<file path="src/rtl/vga_vram_arbiter_pkg.sv">
// rtl/vga_vram_arbiter_pkg.sv - shared VGA timing constants and return-tag type for the VRAM arbiter
package vga_vram_arbiter_pkg;

    localparam int POSITION_WIDTH     = 10;
    localparam int VGA_H_VISIBLE_AREA = 640;
    localparam int VGA_V_VISIBLE_AREA = 480;
    localparam int VGA_H_TOTAL        = 800;
    localparam int VGA_V_TOTAL        = 525;

    typedef enum logic [1:0] {
        TAG_NONE = 2'd0,
        TAG_SCAN = 2'd1,
        TAG_CPU  = 2'd2
    } ret_tag_e;

endpackage

</file>
<file path="src/rtl/vga_vram_arbiter_if.sv">
// rtl/vga_vram_arbiter_if.sv - CPU request port and VRAM port bundle
interface vga_vram_arbiter_if #(
    parameter int ADDR_WIDTH = 16
);
    logic                  cpu_valid;
    logic                  cpu_ready;
    logic                  cpu_we;
    logic [ADDR_WIDTH-1:0] cpu_addr;
    logic [7:0]            cpu_wdata;
    logic [7:0]            cpu_rdata;
    logic                  cpu_rvalid;
    logic [ADDR_WIDTH-1:0] mem_addr;
    logic                  mem_we;
    logic [7:0]            mem_wdata;
    logic [7:0]            mem_rdata;

    modport slave (
        input  cpu_valid, cpu_we, cpu_addr, cpu_wdata, mem_rdata,
        output cpu_ready, cpu_rdata, cpu_rvalid, mem_addr, mem_we, mem_wdata
    );

    modport master (
        output cpu_valid, cpu_we, cpu_addr, cpu_wdata, mem_rdata,
        input  cpu_ready, cpu_rdata, cpu_rvalid, mem_addr, mem_we, mem_wdata
    );
endinterface

</file>
<file path="src/rtl/vga_pixel_shifter.sv">
// rtl/vga_pixel_shifter.sv - holding register and MSB-first 1 bpp serializer
module vga_pixel_shifter (
    input  logic       clk_i,
    input  logic       rst_ni,
    input  logic [7:0] word_i,
    input  logic       word_valid_i,
    input  logic       visible_i,
    input  logic       group_start_i,
    output logic       pixel_o
);
    logic [7:0] hold_q, hold_d;
    logic [7:0] shift_q, shift_d;
    logic       vis_q;

    always_comb begin
        hold_d  = hold_q;
        shift_d = shift_q;
        if (word_valid_i) begin
            hold_d = word_i;
        end
        if (visible_i) begin
            shift_d = group_start_i ? hold_q : {shift_q[6:0], 1'b0};
        end
    end

    always_ff @(posedge clk_i or negedge rst_ni) begin
        if (!rst_ni) begin
            hold_q  <= '0;
            shift_q <= '0;
            vis_q   <= 1'b0;
        end else begin
            hold_q  <= hold_d;
            shift_q <= shift_d;
            vis_q   <= visible_i;
        end
    end

    // vis_q is the previous cycle's visibility, so pixel lines up with registered sync
    assign pixel_o = shift_q[7] & vis_q;

endmodule

</file>
<file path="src/rtl/vga_vram_arbiter.sv">
// rtl/vga_vram_arbiter.sv - shares one VRAM between beam-scheduled scanout fetches and a CPU port
module vga_vram_arbiter
    import vga_vram_arbiter_pkg::*;
#(
    parameter int                    H_VISIBLE_AREA = VGA_H_VISIBLE_AREA,
    parameter int                    V_VISIBLE_AREA = VGA_V_VISIBLE_AREA,
    parameter int                    H_TOTAL        = VGA_H_TOTAL,
    parameter int                    V_TOTAL        = VGA_V_TOTAL,
    parameter int                    ADDR_WIDTH     = 16,
    parameter logic [ADDR_WIDTH-1:0] BASE_ADDR      = '0
) (
    input  logic                      pixel_clock,
    input  logic                      reset_n,
    input  logic [POSITION_WIDTH-1:0] h_position,
    input  logic [POSITION_WIDTH-1:0] v_position,
    vga_vram_arbiter_if.slave         bus,
    output logic                      pixel
);
    localparam logic [POSITION_WIDTH-1:0] H_VIS        = POSITION_WIDTH'(H_VISIBLE_AREA);
    localparam logic [POSITION_WIDTH-1:0] H_LAST_GROUP = POSITION_WIDTH'(H_VISIBLE_AREA - 16);
    localparam logic [POSITION_WIDTH-1:0] H_PREFETCH   = POSITION_WIDTH'(H_TOTAL - 8);
    localparam logic [POSITION_WIDTH-1:0] V_VIS        = POSITION_WIDTH'(V_VISIBLE_AREA);
    localparam logic [POSITION_WIDTH-1:0] V_LAST_VIS   = POSITION_WIDTH'(V_VISIBLE_AREA - 1);
    localparam logic [POSITION_WIDTH-1:0] V_LAST       = POSITION_WIDTH'(V_TOTAL - 1);

    logic                  group_start, visible;
    logic                  slot_group, slot_prefetch, scan_slot, reload;
    logic [ADDR_WIDTH-1:0] fetch_word;
    logic [ADDR_WIDTH-1:0] fetch_addr_q, fetch_addr_d;
    logic [ADDR_WIDTH-1:0] mem_addr_q, mem_addr_d;
    logic                  mem_we_q, mem_we_d;
    logic [7:0]            mem_wdata_q, mem_wdata_d;
    ret_tag_e              tag1_q, tag1_d, tag2_q;

    // Slots sit one group ahead of the beam; the prefetch slot at the end of a line
    // feeds group 0 of the next visible line.
    always_comb begin
        group_start   = (h_position[2:0] == 3'd0);
        visible       = (h_position < H_VIS) && (v_position < V_VIS);
        slot_group    = group_start && (h_position <= H_LAST_GROUP) && (v_position < V_VIS);
        slot_prefetch = (h_position == H_PREFETCH) &&
                        ((v_position == V_LAST) || (v_position < V_LAST_VIS));
        scan_slot     = slot_group || slot_prefetch;
        reload        = slot_prefetch && (v_position == V_LAST);
        fetch_word    = reload ? BASE_ADDR : fetch_addr_q;
    end

    always_comb begin
        fetch_addr_d = fetch_addr_q;
        mem_addr_d   = mem_addr_q;
        mem_we_d     = 1'b0;
        mem_wdata_d  = mem_wdata_q;
        tag1_d       = TAG_NONE;
        if (scan_slot) begin
            mem_addr_d   = fetch_word;
            fetch_addr_d = fetch_word + ADDR_WIDTH'(1);
            tag1_d       = TAG_SCAN;
        end else if (bus.cpu_valid) begin
            mem_addr_d  = bus.cpu_addr;
            mem_we_d    = bus.cpu_we;
            mem_wdata_d = bus.cpu_wdata;
            tag1_d      = bus.cpu_we ? TAG_NONE : TAG_CPU;
        end
    end

    always_ff @(posedge pixel_clock or negedge reset_n) begin
        if (!reset_n) begin
            fetch_addr_q <= '0;
            mem_addr_q   <= '0;
            mem_we_q     <= 1'b0;
            mem_wdata_q  <= '0;
            tag1_q       <= TAG_NONE;
            tag2_q       <= TAG_NONE;
        end else begin
            fetch_addr_q <= fetch_addr_d;
            mem_addr_q   <= mem_addr_d;
            mem_we_q     <= mem_we_d;
            mem_wdata_q  <= mem_wdata_d;
            tag1_q       <= tag1_d;
            tag2_q       <= tag1_q;
        end
    end

    // tag2_q lines up with the cycle in which mem_rdata answers the tagged address
    assign bus.cpu_ready  = !scan_slot;
    assign bus.cpu_rvalid = (tag2_q == TAG_CPU);
    assign bus.cpu_rdata  = (tag2_q == TAG_CPU) ? bus.mem_rdata : 8'h00;
    assign bus.mem_addr   = mem_addr_q;
    assign bus.mem_we     = mem_we_q;
    assign bus.mem_wdata  = mem_wdata_q;

    vga_pixel_shifter u_shifter (
        .clk_i         (pixel_clock),
        .rst_ni        (reset_n),
        .word_i        (bus.mem_rdata),
        .word_valid_i  (tag2_q == TAG_SCAN),
        .visible_i     (visible),
        .group_start_i (group_start),
        .pixel_o       (pixel)
    );

endmodule
</file>
<file path="src/flat_wrapper.sv">
// flat-port wrapper written by rule: the top's interface ports become plain ports
module vga_vram_arbiter_flat import vga_vram_arbiter_pkg::*;
#(
    parameter int                    H_VISIBLE_AREA = VGA_H_VISIBLE_AREA,
    parameter int                    V_VISIBLE_AREA = VGA_V_VISIBLE_AREA,
    parameter int                    H_TOTAL        = VGA_H_TOTAL,
    parameter int                    V_TOTAL        = VGA_V_TOTAL,
    parameter int                    ADDR_WIDTH     = 16,
    parameter logic [ADDR_WIDTH-1:0] BASE_ADDR      = '0
)
  (pixel_clock, reset_n, h_position, v_position, pixel, bus_cpu_valid, bus_cpu_we, bus_cpu_addr, bus_cpu_wdata, bus_mem_rdata, bus_cpu_ready, bus_cpu_rdata, bus_cpu_rvalid, bus_mem_addr, bus_mem_we, bus_mem_wdata);
  vga_vram_arbiter_if #(.ADDR_WIDTH(ADDR_WIDTH)) bus_i ();
  input  logic pixel_clock;
  input  logic reset_n;
  input  logic [POSITION_WIDTH-1:0] h_position;
  input  logic [POSITION_WIDTH-1:0] v_position;
  output logic pixel;
  input wire logic [$bits(bus_i.cpu_valid)-1:0] bus_cpu_valid;
  input wire logic [$bits(bus_i.cpu_we)-1:0] bus_cpu_we;
  input wire logic [$bits(bus_i.cpu_addr)-1:0] bus_cpu_addr;
  input wire logic [$bits(bus_i.cpu_wdata)-1:0] bus_cpu_wdata;
  input wire logic [$bits(bus_i.mem_rdata)-1:0] bus_mem_rdata;
  output wire logic [$bits(bus_i.cpu_ready)-1:0] bus_cpu_ready;
  output wire logic [$bits(bus_i.cpu_rdata)-1:0] bus_cpu_rdata;
  output wire logic [$bits(bus_i.cpu_rvalid)-1:0] bus_cpu_rvalid;
  output wire logic [$bits(bus_i.mem_addr)-1:0] bus_mem_addr;
  output wire logic [$bits(bus_i.mem_we)-1:0] bus_mem_we;
  output wire logic [$bits(bus_i.mem_wdata)-1:0] bus_mem_wdata;
  assign bus_i.cpu_valid = bus_cpu_valid;
  assign bus_i.cpu_we = bus_cpu_we;
  assign bus_i.cpu_addr = bus_cpu_addr;
  assign bus_i.cpu_wdata = bus_cpu_wdata;
  assign bus_i.mem_rdata = bus_mem_rdata;
  assign bus_cpu_ready = bus_i.cpu_ready;
  assign bus_cpu_rdata = bus_i.cpu_rdata;
  assign bus_cpu_rvalid = bus_i.cpu_rvalid;
  assign bus_mem_addr = bus_i.mem_addr;
  assign bus_mem_we = bus_i.mem_we;
  assign bus_mem_wdata = bus_i.mem_wdata;
  vga_vram_arbiter #(.H_VISIBLE_AREA(H_VISIBLE_AREA), .V_VISIBLE_AREA(V_VISIBLE_AREA), .H_TOTAL(H_TOTAL), .V_TOTAL(V_TOTAL), .ADDR_WIDTH(ADDR_WIDTH), .BASE_ADDR(BASE_ADDR)) u_core (.pixel_clock(pixel_clock), .reset_n(reset_n), .h_position(h_position), .v_position(v_position), .bus(bus_i), .pixel(pixel));
endmodule
</file>
<file path="config.mk">
export PLATFORM = sky130hd
export DESIGN_NAME = vga_vram_arbiter_flat
export DESIGN_NICKNAME = d
export VERILOG_FILES = /design/src/rtl/vga_vram_arbiter_pkg.sv /design/src/rtl/vga_vram_arbiter_if.sv /design/src/rtl/vga_pixel_shifter.sv /design/src/rtl/vga_vram_arbiter.sv /design/src/flat_wrapper.sv
export SDC_FILE = /design/constraint.sdc
export NUM_CORES = 1
export LEC_CHECK = 0
export ABC_AREA = 0
export BUFFER_PORTS_ARGS = -buffer_cell sky130_fd_sc_hd__buf_4
export CORE_MARGIN = 2
export CORE_UTILIZATION = 25
export CTS_CLUSTER_SIZE = 16
export DETAILED_ROUTE_END_ITERATION = 16
export SYNTH_ARGS = -nofsm -noshare
export SYNTH_HDL_FRONTEND = slang
export SYNTH_SLANG_ARGS = --single-unit
</file>
<file path="constraint.sdc">
create_clock -name pixel_clock -period 1.7 [get_ports pixel_clock]
set_clock_uncertainty 0.1 [all_clocks]
set_input_delay 0.255 -clock pixel_clock [delete_from_list [all_inputs] [get_ports pixel_clock]]
set_output_delay 0.255 -clock pixel_clock [all_outputs]
set_load 0.02 [all_outputs]
</file>
==> flow_summary_export.csv, run 1 <==
group,metric,value,unit
critical_path,timing.rr.end,"u_core.fetch_addr_q[10]",
synthesis,syn_area_per_cell,10.9,µm²
grt,track_usage,12.4,%
floorplanning,start_util,25.8,%
grt,overflow,0,
critical_path,ff2ff_setup_slack,-0.04,ns
layout,finalNonFillerCells,556,
critical_path,critPathLaunchType,"input pin",
synthesis,ys_seq_area_share,52.5,%
detailed_routing,wl,8.04,mm
timing,hold_viol,0,
placed_design,dp_slack,-0.478,ns
power,vdd_drop_max,591,µV
cts,cts_buffers,9,
power,fin_total_pwr,4790,µW
floorplanning,core_area,11500,µm²
floorplanning,num_rows,39,
grt,grt_pass1_wl,12.5,mm
critical_path,cp_slowest_cell,"or4_1",
min_path,min_from,"bus_cpu_wdata[2]",
min_path,hold_depth,2,
cts,cts_tree,"done",
timing,setup_slack,-0.198,ns
synthesis,synth-warning-count,0,
synthesis,synth_seq_cells,62,
layout,final_nets,465,
critical_path,crit_path_start,"h_position[3]",
timing,hold_ws,0.0583,ns
synthesis,yosysTopAreaCellShare,52.5,%
detailed_routing,drt_iter0_markers,79,
synthesis,synth_async_sr_flop_share,100,%
floorplanning,dieWidth,113,µm
critical_path,path_class,"input pin to flip-flop",
cts,cts_root_buffer,"clkbuf_16",
timing,final-max-slew-violation-count,0,
layout,fin_util,43.4,%
power,p_leak,0.00226,µW
synthesis,synth_common_cells,"62 x dfrtp_1, 23 x mux2i_1, 20 x nand2_1, 20 x nor2_1",
layout,insertedDiodeCount,0,
synthesis,postSynthCellCount,270,
cts,clkSinkCount,62,
synthesis,ys_top_cells_by_area,"dfrtp_1 52%, mux2i_1 7.8%, mux2_2 6.5%",
job,maxCapViolations,0,
synthesis,yosysTopAreaCell,"dfrtp_1",
critical_path,reg2reg_from,"u_core.fetch_addr_q[1]",
detailed_routing,wire_per_inst,14.5,µm
synthesis,yosysMostFrequentCell,"dfrtp_1",
detailed_routing,drt-vias-per-instance,4.62,
placed_design,gp_congestion,0.788,
timing,setup_violations,31,
detailed_routing,vias,2568,
critical_path,reg2regPathDepth,5,
status,outcome,"finished, violations left",
floorplanning,die_h,113,µm
cts,clk_pin_slew,0.05,ns
floorplanning,dieArea,12700,µm²
placed_design,hpwl,5.26,mm
cts,clock_path_buffers,2,
timing,worst_pin_slew,0.397,ns
layout,area_growth,68.5,%
timing,clock.fmax,527,MHz
layout,drive_gt1_share,57.9,%
critical_path,crit_buf_inv,3,
critical_path,cpLargestDelayFamily,"simple AND/OR/NAND/NOR gates",
min_path,hp-class,"input pin to flip-flop",
timing,layout_worst_path_cycle_share,112,%
synthesis,synth_edf_count,0,
synthesis,synth_nets,327,
timing,rsz0062_at_grt,"yes",
critical_path,crit_arrival,2.04,ns
timing,fin_crit,1.90,ns
critical_path,crit_path_end_kind,"flip-flop",
layout,fill_cells,1038,
timing,relSlewSlack,73.5,%
status,violations,"setup timing",
critical_path,required,1.85,ns
critical_path,critPathMaxFanout,6,
cts,clk_latency,0.32,ns
grt,grt_pass1_vias,2588,
detailed_routing,drtAntennaViolNets,0,
floorplanning,ioPinCount,92,
synthesis,synthFlopType,"dfrtp_1",
critical_path,cp.depth,11,
critical_path,cp_slowest_stage_delay,0.58,ns
power,power_density,961,nW/µm²
detailed_routing,drc,0,
min_path,whs_endpoint,"u_core.bus.mem_wdata[2]",
placed_design,port_buffers,91,
detailed_routing,dr.pass1.iters,4,
placed_design,dp_cells,522,
cts,cts_max_level,3,
grt,grt_start_max_net_pins,42,
critical_path,cp_common_cell,"buf_6",
critical_path,crit_chain,"buf_6 -> nand4b_1 -> buf_6 -> nor4b_4 -> buf_4 -> nand2_4 -> and2_4 -> ha_4 -> nand4_1 -> or4_1 -> a21oi_2",
synthesis,synth.distinct_cells,36,
grt,antenna_found_initial,0,
synthesis,synth_area,2960,µm²
==> registers in the layout, indices dropped and copies added, names as in the netlist <==
name                      count
u_core.bus.mem_addr          16
u_core.bus.mem_we             1
u_core.u_shifter.vis_q        1
u_core.tag1_q                 2
u_core.u_shifter.shift_q      8
u_core.fetch_addr_q          16
u_core.bus.mem_wdata          8
u_core.tag2_q                 2
u_core.u_shifter.hold_q       8
==> logic make-up after synthesis <==
group | share of synthesized area [%]
compound gates | 12.5
xor+xnor | 0.296
fa+ha+maj | 0.423
buf+inv | 3.51
flops | 52.5
mux | 14.3
simple gates | 16.5
==> worst max path at each step <==
stage / end / slack [ns]
3_5_place_dp: u_core.bus.mem_wdata[4] / -0.48
5_1_grt: u_core.fetch_addr_q[10] / -0.30
3_3_place_gp: u_core.bus.mem_wdata[3] / -0.45
4_1_cts: u_core.fetch_addr_q[12] / -0.21
6_report: u_core.fetch_addr_q[10] / -0.20
2_1_floorplan: u_core.fetch_addr_q[10] / -0.24
==> repair_timing <==
item / 4_1_cts / 5_1_grt
setup buffers: 10 / 5
resized for setup: 49 / 54
hold endpoints to repair: 22 / 0
pin swaps: 23 / 10
setup endpoints to repair: 31 / 44
cloned: 2 / 2
hold buffers: 2 / 0
==> final cells by class <==
type | instances | area (µm²) | share of cell area [%]
repair buffers | 143 | 1230 | 24.7
inverters | 5 | 18.8 | 0.377
multi-input cells | 187 | 1660 | 33.4
flip-flops and latches | 62 | 1550 | 31.2
well taps | 143 | 179 | 3.59
clock buffers | 13 | 270 | 5.43
clock inverters | 3 | 65.1 | 1.31
==> per-layer routing <==
metal,GRT usage [%],part of all wire (%),routed length [µm]
met1,16.0,45,3650
met2,19.8,50,4000
met3,2.95,3.6,290
met4,5.37,1.2,99
met5,0,0,0
==> layout by cell type, fill, tap and decap left out, drive strengths merged, types with 2 or more instances in the layout <==
cell         count
buf            140
dfrtp           62
mux2i           23
nand2           20
nor2            20
a211oi          17
mux2            17
a21oi           14
clkbuf          14
and2            13
o21ai           13
o31ai            9
or4              8
inv              5
nand3            5
nand4            4
or3              4
nand2b           2
bufinv           2
dlygate4sd3      2
nor4b            2
nor2b            2
and3             2
==> per-stage QoR <==
stage / setup TNS (ns) / cell area (µm²)
after floorplan: -3.81 / 3040
after global placement: -14.73 / 4100
after detailed placement: -16.03 / 4100
after CTS: -3.85 / 4760
after global routing: -6.04 / 4980
final: -3.51 / 4980
==> where the power goes <==
group | total, µW | internal [µW] | switching [µW]
combinational | 966 | 545 | 421
clock | 2030 | 1400 | 631
sequential | 1790 | 1670 | 117
total | 4790 | 3620 | 1170
No activity file was read; power rests on OpenSTA's default activity.
==> run 2, diff against run 1 <==
--- a/config.mk
+++ b/config.mk
@@ -11,6 +11,7 @@
 export CORE_UTILIZATION = 25
 export CTS_CLUSTER_SIZE = 16
 export DETAILED_ROUTE_END_ITERATION = 16
+export SETUP_SLACK_MARGIN = 0.1
 export SYNTH_ARGS = -nofsm -noshare
 export SYNTH_HDL_FRONTEND = slang
 export SYNTH_SLANG_ARGS = --single-unit
==> run 2 against run 1 <==
  * The run still ends with setup timing left
  * Critical path type unchanged
  * Combinational power increased by 7%
  * Core utilization increased by 1.3 points
  * First-iteration DRC count increased by 5.1%
  * Cell area increased by 3.0%
  * Highest routed layer unchanged
  * Largest power group unchanged
  * Flip-flop and latch count unchanged
  * Wire length increased by 1.8%
  * Global-route usage increased by 0.92 points
  * Hold slack improved by 0.0048 ns
  * Die area unchanged
  * Non-clock buffer count increased by 9
==> flow_summary_export.csv, run 2 (synthesis results as in run 1) <==
group,metric,value,unit
placed_design,port_buffers,91,
layout,insertedDiodeCount,0,
detailed_routing,drt_iter0_markers,83,
timing,relSlewSlack,73.8,%
power,power_density,896,nW/µm²
detailed_routing,wire_per_inst,14.5,µm
floorplanning,dieWidth,113,µm
placed_design,placed_area,4120,µm²
cts,clk_pin_slew,0.05,ns
detailed_routing,drc,0,
timing,setup_violations,36,
detailed_routing,wl,8.18,mm
floorplanning,ioPinCount,92,
status,outcome,"finished, violations left",
cts,cts_max_level,3,
timing,worst_pin_slew,0.388,ns
detailed_routing,dr.pass1.iters,4,
power,p_leak,0.00231,µW
detailed_routing,drtAntennaViolNets,0,
floorplanning,start_util,25.8,%
floorplanning,num_rows,39,
floorplanning,dieArea,12700,µm²
critical_path,crit_path_end_kind,"flip-flop",
grt,track_usage,13.3,%
floorplanning,core_area,11500,µm²
cts,cts_buffers,9,
critical_path,path_class,"input pin to flip-flop",
critical_path,critPathLaunchType,"input pin",
power,vdd_drop_max,444,µV
cts,clkSinkCount,62,
grt,grt_pass1_wl,13.4,mm
layout,area_growth,73.6,%
placed_design,gp_congestion,0.789,
layout,final_nets,474,
timing,hold_viol,0,
grt,grt_start_max_net_pins,33,
critical_path,reg2reg_from,"u_core.fetch_addr_q[0]",
detailed_routing,vias,2644,
timing,fin_crit,1.93,ns
layout,final_cell_mix,"115 x buf_4, 61 x dfrtp_1, 24 x buf_6, 23 x mux2i_1, 16 x nand2_1",
layout,fin_area,5130,µm²
placed_design,hpwl,5.40,mm
timing,clock.fmax,517,MHz
cts,cts_tree,"done",
placed_design,dp_slack,-0.504,ns
layout,final_common_cell,"buf_4",
grt,grt_pass1_vias,2742,
detailed_routing,drt-vias-per-instance,4.69,
critical_path,critPathMaxFanout,12,
critical_path,required,1.85,ns
timing,layout_worst_path_cycle_share,114,%
cts,cts_root_buffer,"clkbuf_16",
timing,setup_slack,-0.233,ns
grt,overflow,0,
critical_path,crit_path_start,"h_position[7]",
floorplanning,die_h,113,µm
layout,drive_gt1_share,60.3,%
cts,clock_path_buffers,2,
status,violations,"setup timing",
grt,antenna_found_initial,0,
job,maxCapViolations,0,
min_path,hp-class,"input pin to flip-flop",
timing,rsz0062_at_grt,"yes",
critical_path,crit_arrival,2.08,ns
timing,final-max-slew-violation-count,0,
cts,clk_latency,0.32,ns
min_path,min_from,"bus_cpu_wdata[4]",
-- run 2: cell types whose count changed in the layout (fill, tap and decap cells not counted), moves of 3 or more --
cell     delta
buf_6      +10
and2_1      -9
and2_4      +9
nor2_4      +5
buf_16      +3
nor2_1      -3
o21ai_0     +3
o31ai_1     +3
-- run 2: worst paths after layout --
| path | end | slack (ns) | cells past startpoint |
|---|---|---|---|
| worst max-delay path | u_core.fetch_addr_q[10] | -0.23 | 10 |
| worst min-delay path | u_core.bus.mem_wdata[4] | 0.06 | 2 |
| worst max register to register | u_core.fetch_addr_q[10] | -0.14 | 6 |
| worst min register to register | u_core.tag2_q[0] | 0.25 | 0 |
| max in group asynchronous | u_core.bus.mem_addr[15] | 0.77 | 3 |
| min in group asynchronous | u_core.fetch_addr_q[7] | 0.26 | 2 |
-- run 2: what timing repair did --
item / 4_1_cts / 5_1_grt
endpoints found under the hold margin: 19 / 0
setup endpoints to repair: 48 / 52
cloned: 4 / 0
pin swaps: 22 / 29
setup buffers: 15 / 10
hold buffers: 2 / 0
resized for setup: 81 / 37
-- run 2: metrics by stage --
| stage | util (%) | power, µW | setup TNS [ns] | hold WS (ns) | std cells |
|---|---|---|---|---|---|
| after floorplan | - | 2260 | -3.81 | -0.141 | 270 |
| after global placement | 35.9 | 2670 | -13.52 | 0.0714 | 523 |
| after detailed placement | 35.9 | 2700 | -15.72 | 0.0731 | 523 |
| after CTS | 43.2 | 4640 | -8.40 | 0.0488 | 559 |
| after global routing | 44.7 | 4850 | -7.36 | 0.0463 | 564 |
| final | 44.7 | 4600 | -5.46 | 0.0631 | 564 |
-- run 2: final cells by class --
class / instances / area [µm²]
clock buffers: 11 / 243
clock inverters: 4 / 47.5
fillers: 1041 / 6340
inverters: 5 / 18.8
multi-input cells: 187 / 1700
flip-flops and latches: 62 / 1550
well taps: 143 / 179
repair buffers: 152 / 1390
-- run 2: critical path: stages --
cell and delay (ns):
buf_6 0.09, nand4b_1 0.19, buf_4 0.17, nor4b_4 0.26, buf_4 0.17, a2bb2oi_4 0.07, buf_12 0.13, buf_16 0.13
or4_4 0.48, a21oi_2 0.13
-- run 2: power by group --
group / switching (µW) / internal, µW
combinational: 436 / 590
sequential: 111 / 1670
clock: 631 / 1160
-- run 2: metal layers --
layer	global-route usage (%)	share of wire, %
met1	17.3	45
met2	21.4	49
met3	3.48	4.2
met4	5.04	1.3
met5	0	0
